$ cat src/rtl/pc_gen.sv
// Program-counter / fetch-address generator for the front of the fetch stage.
// Drives the instruction-memory address, chip enable and a valid qualifier
// toward a ready/valid memory port. A redirect that arrives while the pipeline
// is stalled is parked in a one-entry pending buffer and applied on the first
// unstalled cycle.
//
// Optional feature: define PC_GEN_TRAP_EN to add trap_i / trap_vec_i, a
// redirect that overrides everything, including hold_i.
module pc_gen #(
  parameter int unsigned       ADDR_W     = 32,
  parameter logic [ADDR_W-1:0] RESET_ADDR = '0,
  parameter int unsigned       STEP       = 4,
  parameter int unsigned       ALIGN_BITS = 2
) (
  input  logic              clk_i,
  input  logic              rst_i,        // asynchronous, active low
  input  logic              hold_i,
  input  logic              jump_i,
  input  logic [ADDR_W-1:0] jump_addr_i,
  input  logic              ready_i,
`ifdef PC_GEN_TRAP_EN
  input  logic              trap_i,
  input  logic [ADDR_W-1:0] trap_vec_i,
`endif
  output logic [ADDR_W-1:0] pc_o,
  output logic              ce_o,
  output logic              valid_o,
  output logic              misalign_o,
  output logic              redir_pend_o
);

  // Low address bits that must be zero in any fetch target.
  localparam logic [ADDR_W-1:0] LowMask = ADDR_W'((64'd1 << ALIGN_BITS) - 64'd1);
  localparam logic [ADDR_W-1:0] StepInc = ADDR_W'(STEP);

  typedef enum logic [0:0] {
    StIdle,
    StRun
  } state_e;

  state_e            state_q, state_d;
  logic [ADDR_W-1:0] pc_q, pc_d;
  logic [ADDR_W-1:0] pend_addr_q, pend_addr_d;
  logic              pend_valid_q, pend_valid_d;
  logic              misalign_q, misalign_d;
  logic              ce_q, ce_d;
  logic              valid_q, valid_d;

  function automatic logic [ADDR_W-1:0] align_addr(input logic [ADDR_W-1:0] addr);
    return addr & ~LowMask;
  endfunction

  function automatic logic is_misaligned(input logic [ADDR_W-1:0] addr);
    return |(addr & LowMask);
  endfunction

  // Next-state: IDLE->RUN sequencing and the next-pc priority chain.
  always_comb begin
    state_d      = state_q;
    pc_d         = pc_q;
    pend_addr_d  = pend_addr_q;
    pend_valid_d = pend_valid_q;
    misalign_d   = 1'b0;
    ce_d         = ce_q;
    valid_d      = valid_q;

    unique case (state_q)
      StIdle: begin
        // First request is RESET_ADDR itself, so pc does not advance here.
        state_d = StRun;
        ce_d    = 1'b1;
        valid_d = 1'b1;
      end
      StRun: begin
        ce_d    = 1'b1;
        valid_d = 1'b1;
`ifdef PC_GEN_TRAP_EN
        if (trap_i) begin
          pc_d         = align_addr(trap_vec_i);
          pend_valid_d = 1'b0;
          pend_addr_d  = '0;
          misalign_d   = is_misaligned(trap_vec_i);
        end else
`endif
        if (jump_i && !hold_i) begin
          // Applied immediately; an older parked redirect is stale now.
          pc_d         = align_addr(jump_addr_i);
          pend_valid_d = 1'b0;
          misalign_d   = is_misaligned(jump_addr_i);
        end else if (jump_i && hold_i) begin
          // Newest redirect wins the single pending slot.
          pend_addr_d  = align_addr(jump_addr_i);
          pend_valid_d = 1'b1;
          misalign_d   = is_misaligned(jump_addr_i);
        end else if (hold_i) begin
          pc_d = pc_q;
        end else if (pend_valid_q) begin
          pc_d         = pend_addr_q;
          pend_valid_d = 1'b0;
        end else if (ready_i) begin
          pc_d = pc_q + StepInc;
        end
      end
      default: begin
        state_d = StIdle;
        ce_d    = 1'b0;
        valid_d = 1'b0;
      end
    endcase
  end

  // State and output registers; reset restores the power-on fetch state.
  always_ff @(posedge clk_i or negedge rst_i) begin
    if (!rst_i) begin
      state_q      <= StIdle;
      pc_q         <= RESET_ADDR;
      pend_addr_q  <= '0;
      pend_valid_q <= 1'b0;
      misalign_q   <= 1'b0;
      ce_q         <= 1'b0;
      valid_q      <= 1'b0;
    end else begin
      state_q      <= state_d;
      pc_q         <= pc_d;
      pend_addr_q  <= pend_addr_d;
      pend_valid_q <= pend_valid_d;
      misalign_q   <= misalign_d;
      ce_q         <= ce_d;
      valid_q      <= valid_d;
    end
  end

  assign pc_o         = pc_q;
  assign ce_o         = ce_q;
  assign valid_o      = valid_q;
  assign misalign_o   = misalign_q;
  assign redir_pend_o = pend_valid_q;

endmodule

$ cat config.mk
export PLATFORM = sky130hd
export DESIGN_NAME = pc_gen
export DESIGN_NICKNAME = d
export VERILOG_FILES = /design/src/rtl/pc_gen.sv
export SDC_FILE = /design/constraint.sdc
export NUM_CORES = 1
export LEC_CHECK = 0
export ABC_AREA = 1
export BUFFER_PORTS_ARGS = -buffer_cell sky130_fd_sc_hd__buf_2
export CAP_MARGIN = 40
export CORE_AREA = 4 4 112 114
export DETAILED_ROUTE_END_ITERATION = 16
export DIE_AREA = 0 0 116 118
export PLACE_DENSITY_LB_ADDON = 0.3
export RECOVER_POWER = 25
export SLEW_MARGIN = 25
export SYNTH_ARGS = -nofsm -noshare
export SYNTH_HDL_FRONTEND = slang
export SYNTH_SLANG_ARGS = --single-unit
$ cat constraint.sdc
create_clock -name clk_i -period 1.7 [get_ports clk_i]
set_clock_uncertainty 0.2 [all_clocks]
set_input_delay 0.51 -clock clk_i [delete_from_list [all_inputs] [get_ports clk_i]]
set_output_delay 0.51 -clock clk_i [all_outputs]
set_load 0.02 [all_outputs]
# Word-level counts from Yosys, hierarchy flattened
# Cells that the tools add are included.
[classes]
n_bitwise = 1
n_eq_ne = 3
muxes = 11
reduce_logical = 8
n_addsub = 1
[ops]
columns = ["cell", "count"]
rows = [
  ["32-bit two-way mux", 5],
  ["32-bit by 3-bit adder with 32-bit output, second input constant", 1],
  ["1-bit two-way mux", 6],
  ["4-bit AND reduction", 1],
  ["3-bit by 1-bit inequality test with 1-bit output, second input constant", 1],
  ["3-bit AND reduction", 1],
  ["3-bit nonzero test", 1],
  ["1-bit logical AND", 2],
  ["2-bit by 1-bit inequality test with 1-bit output, second input constant", 1],
  ["2-bit inequality test, second input constant", 1],
  ["2-bit AND reduction", 1],
  ["2-bit OR reduction", 1],
  ["1-bit zero test", 1],
  ["1-bit inverter", 1],
]
[totals]
register_bits = 65
output_inout_bits = 36
word_cells = 29
in_bits = 37

# Longest topological paths before layout
[logic_depth]
ltp_word = 6
ltp_mapped = 10
mapped_depth_nobuf = 10

# Least setup slack after synthesis
# Ideal clock, no wire load.
[synth_path]
path_kind = "reg2reg"
from = "register pc_q[3] (netlist: pc_o[3])"
to = "register pc_q[26] (netlist: pc_o[26])"
n_path_buf = 0
synth_period_minus_slack_ns = 1.783
arrival_time_ns = 1.462
slack_ns = -0.083
required_time_ns = 1.378
path_stages_with_launch = 11
path_cell_list = "dfrtp_1 ha_1 nand2_2 nor2_4 nand2_2 nor2_4 nand2_1 nand2_1 nand3_1 nand2_1 a21oi_2"
[synth_via]
elab_chain_cells = 6
[synth_rtl]
columns = ["element", "line_no", "text"]
rows = [
  ["start: declaration", "42", "logic [ADDR_W-1:0] pc_q, pc_d;"],
  ["start signal: assignment", "124", "pc_q <= pc_d;"],
  ["32-bit by 3-bit adder with 32-bit output", "101", "pc_d = pc_q + StepInc;"],
  ["32-bit two-way mux", "100", "end else if (ready_i) begin"],
  ["32-bit two-way mux", "97", "end else if (pend_valid_q) begin"],
  ["32-bit two-way mux", "95", "end else if (hold_i) begin"],
  ["32-bit two-way mux", "90", "end else if (jump_i && hold_i) begin"],
  ["32-bit two-way mux", "85", "if (jump_i && !hold_i) begin"],
]
# Every way passes these cells. The select of a mux whose other input is x is not followed.
# A chain may end at the register's enable or synchronous reset.

# Final worst setup path
[layout_path]
from = "register pc_q[4] (netlist: pc_o[4])"
to = "output port pc_o[4]"
[layout_lines]
columns = ["element", "line_no", "text"]
rows = [
  ["end: declaration", "25", "output logic [ADDR_W-1:0] pc_o,"],
]
# No word-level cell between the ends.

==> results_dict.tcl <==
set metrics [dict create \
    status "finished, violations left" \
    violations "negative setup slack" \
    cp-start-kind "register" \
    syn_area_um2 3940 \
    coreArea_um2 11400 \
    swShare_pct 35.4 \
    arrival_ns 1.13 \
    max_freq_ghz 0.545 \
    instances_no_fill 827 \
    path_clk_slew_ns 0.05 \
    cellInternalPower_uw 4290 \
    ys_types 33 \
    synth-seq-cells 63 \
    final_cell_mix "nand2_1 (109), buf_4 (57), inv_1 (54), dfrtp_1 (53), buf_6 (53)" \
    slew_violations 0 \
    place_ws_ns -0.112 \
    htreeDepth 3 \
    drive_above_1_share_pct 43.3 \
    first_pass_iters 8 \
    tritoncts "done" \
    design_area_um2 5950 \
    cp-end-kind "output pin" \
    dp_hpwl_um 8870 \
    wirelength_um 12400 \
    ant_nets 0 \
    p_leak_uw 0.00292 \
    tightest_slew_ns 0.593 \
    cts_buffers 9 \
    start_util_pct 34.5 \
    io_buffers 70 \
    grt_pass1_vias 4019 \
    cts-root-buf "clkbuf_16" \
    switchingPower_uw 2350 \
    vias_per_cell 4.93 \
    maxCapViolations 0 \
    finalPower_uw 6640 \
    critPathRequiredTime_ns 0.99 \
    timing.hold.ws_ns 0.185 \
    dieArea_um2 13700 \
    die_h_um 118 \
    synth_area_per_cell_um2 7.63 \
    grt-ovfl-total 0 \
    worstSkewPairLatency_ns 0.34 \
    worst_slack_ns -0.136 \
    synthesis.instances 517 \
    path_max_fanout 3 \
    drt_iter0_markers 261 \
    fp.dieW_um 116 \
    combPwrFrac_pct 42.9 \
    rows 39 \
    criticalPathCategory "reg -> out" \
    power.density_nw_per_um2 1120 \
    slew_headroom_pct 60.5 \
    rsz0062_at_grt "true" \
    yosys_warnings 0 \
    place.gp.congestion 0.875 \
    grt_util_all_layers_pct 18.1 \
    vdd_drop_max_mv 0.522 \
    clockPowerShare_pct 26.0 \
    seqPwrFrac_pct 31.1 \
    place_area_um2 4860 \
    final_common_cell "nand2_1" \
    wire_per_inst_um 15.0 \
    clockBufferDepth 2 \
    seq_area_frac_synth_pct 40.0 \
    drc 0 \
    period_share_pct 108 \
    nets 717 \
    vias 4079 \
    diodes 0 \
    hold_viol 0 \
    antenna_found_initial 0 \
    setup_violations 31 \
    dpl.cell_count 762 \
    layout_min_cycle_time_ns 1.84 \
    area_growth_pct 50.9 \
    hold_path_class "in -> reg" \
    grt_pass1_wl_um 19700 \
    grt_max_degree 32 \
    cts_sinks 63 \
    ios 73 \
]
[final timing paths]
kind | start | end | slack, ns | depth (start not counted)
max | pc_o[4]$_DFFE_PN0P_ | pc_o[4] | -0.14 | 3
max in group asynchronous | rst_i | pend_addr_q[22]$_DFFE_PN0P_ | 0.19 | 3
min reg2reg | pend_addr_q[9]$_DFFE_PN0P_ | pend_addr_q[9]$_DFFE_PN0P_ | 0.29 | 2
min | jump_addr_i[0] | misalign_o$_DFF_PN0_ | 0.19 | 3
min in group asynchronous | rst_i | pc_o[19]$_DFFE_PN0P_ | 0.51 | 2
max reg2reg | pc_o[3]$_DFFE_PN0P_ | pc_o[12]$_DFFE_PN0P_ | -0.13 | 10
[cells by family after synthesis]
kind of cell / synth area share (%)
DFF: 40.0
adders and majority gates: 0.317
other: 0.190
AOI/OAI and AO/OA: 15.5
muxes: 7.43
buffers and inverters: 8.79
xor gates and xnor gates: 0.889
and+or+nand+nor: 26.9
[timing repair]
| action | CTS | global route |
|---|---|---|
| resized for setup | 78 | 59 |
| cloned | 0 | 1 |
| hold buffers | 1 | 0 |
| endpoints found under the setup margin | 39 | 55 |
| buffers inserted | 27 | 20 |
| pin swaps | 11 | 25 |
| endpoints found under the hold margin | 11 | 0 |
[power by group through the flow]
stage	combinational [uW]	clock, uW	sequential, uW
floorplan	965	0	2280
global placement	2000	0	2080
detailed placement	2040	0	2100
CTS	2570	1740	2040
global route	3090	1820	2100
finish	2850	1730	2070
[per-stage QoR]
step	utilization [%]	TNS, ns
6_report	52.1	-1.86
5_1_grt	52.1	-4.90
4_1_cts	49.2	-0.319
3_5_place_dp	42.6	-3.25
3_3_place_gp	42.6	-2.35
2_1_floorplan	-	0
[cell type report]
class,instances,area (um^2)
timing repair buffer,173,1480
fill,1079,5470
sequential,63,1590
tap,143,179
multi-input combinational,372,2190
clock inverter,3,17.5
inverter,60,229
clock buffer,13,260
[synthesized netlist by cell type]
library cell / n / area share [%]
o21bai_1: 1 / 0.19
nand3_2: 4 / 1.0
mux2_2: 26 / 7.4
buf_2: 10 / 1.3
buf_4: 6 / 1.1
xor2_1: 3 / 0.67
ha_1: 1 / 0.32
inv_2: 3 / 0.29
nor2_8: 1 / 0.51
a21oi_2: 8 / 1.8
dfrtp_1: 63 / 40
nor2_4: 8 / 2.3
clkinv_1: 1 / 0.095
nand2_4: 2 / 0.57
o31ai_2: 1 / 0.32
nor2_1: 53 / 5.0
nand2_2: 6 / 0.95
conb_1: 2 / 0.19
nand3_1: 31 / 3.9
a21oi_1: 42 / 5.3
and2_1: 2 / 0.32
a22oi_2: 4 / 1.3
o22ai_1: 2 / 0.32
o21ai_1: 4 / 0.51
clkbuf_1: 7 / 0.67
xnor2_1: 1 / 0.22
a31oi_1: 1 / 0.16
inv_1: 56 / 5.3
a22oi_1: 3 / 0.57
o211ai_1: 1 / 0.19
nand2_1: 121 / 12
o21ai_0: 38 / 4.8
nor2_2: 5 / 0.79
[per-layer routing]
layer	routed length, um	up-vias	GRT usage (%)
li1	-	1999	-
met1	5370	1933	23.2
met2	6180	124	29.7
met3	610	23	3.60
met4	269	0	6.74
met5	0	-	0
[flip-flops by register name (all words and copies together) (netlist names)]
name          count
misalign_o        1
pc_o             30
redir_pend_o      1
pend_addr_q      30
state_q           1
[worst max-delay path, cell delays in order, from the launching register on]
cell and delay, ns:
dfrtp_1 0.41, buf_4 0.15, buf_6 0.11, buf_6 0.12
No activity file was read; power rests on OpenSTA's default activity.
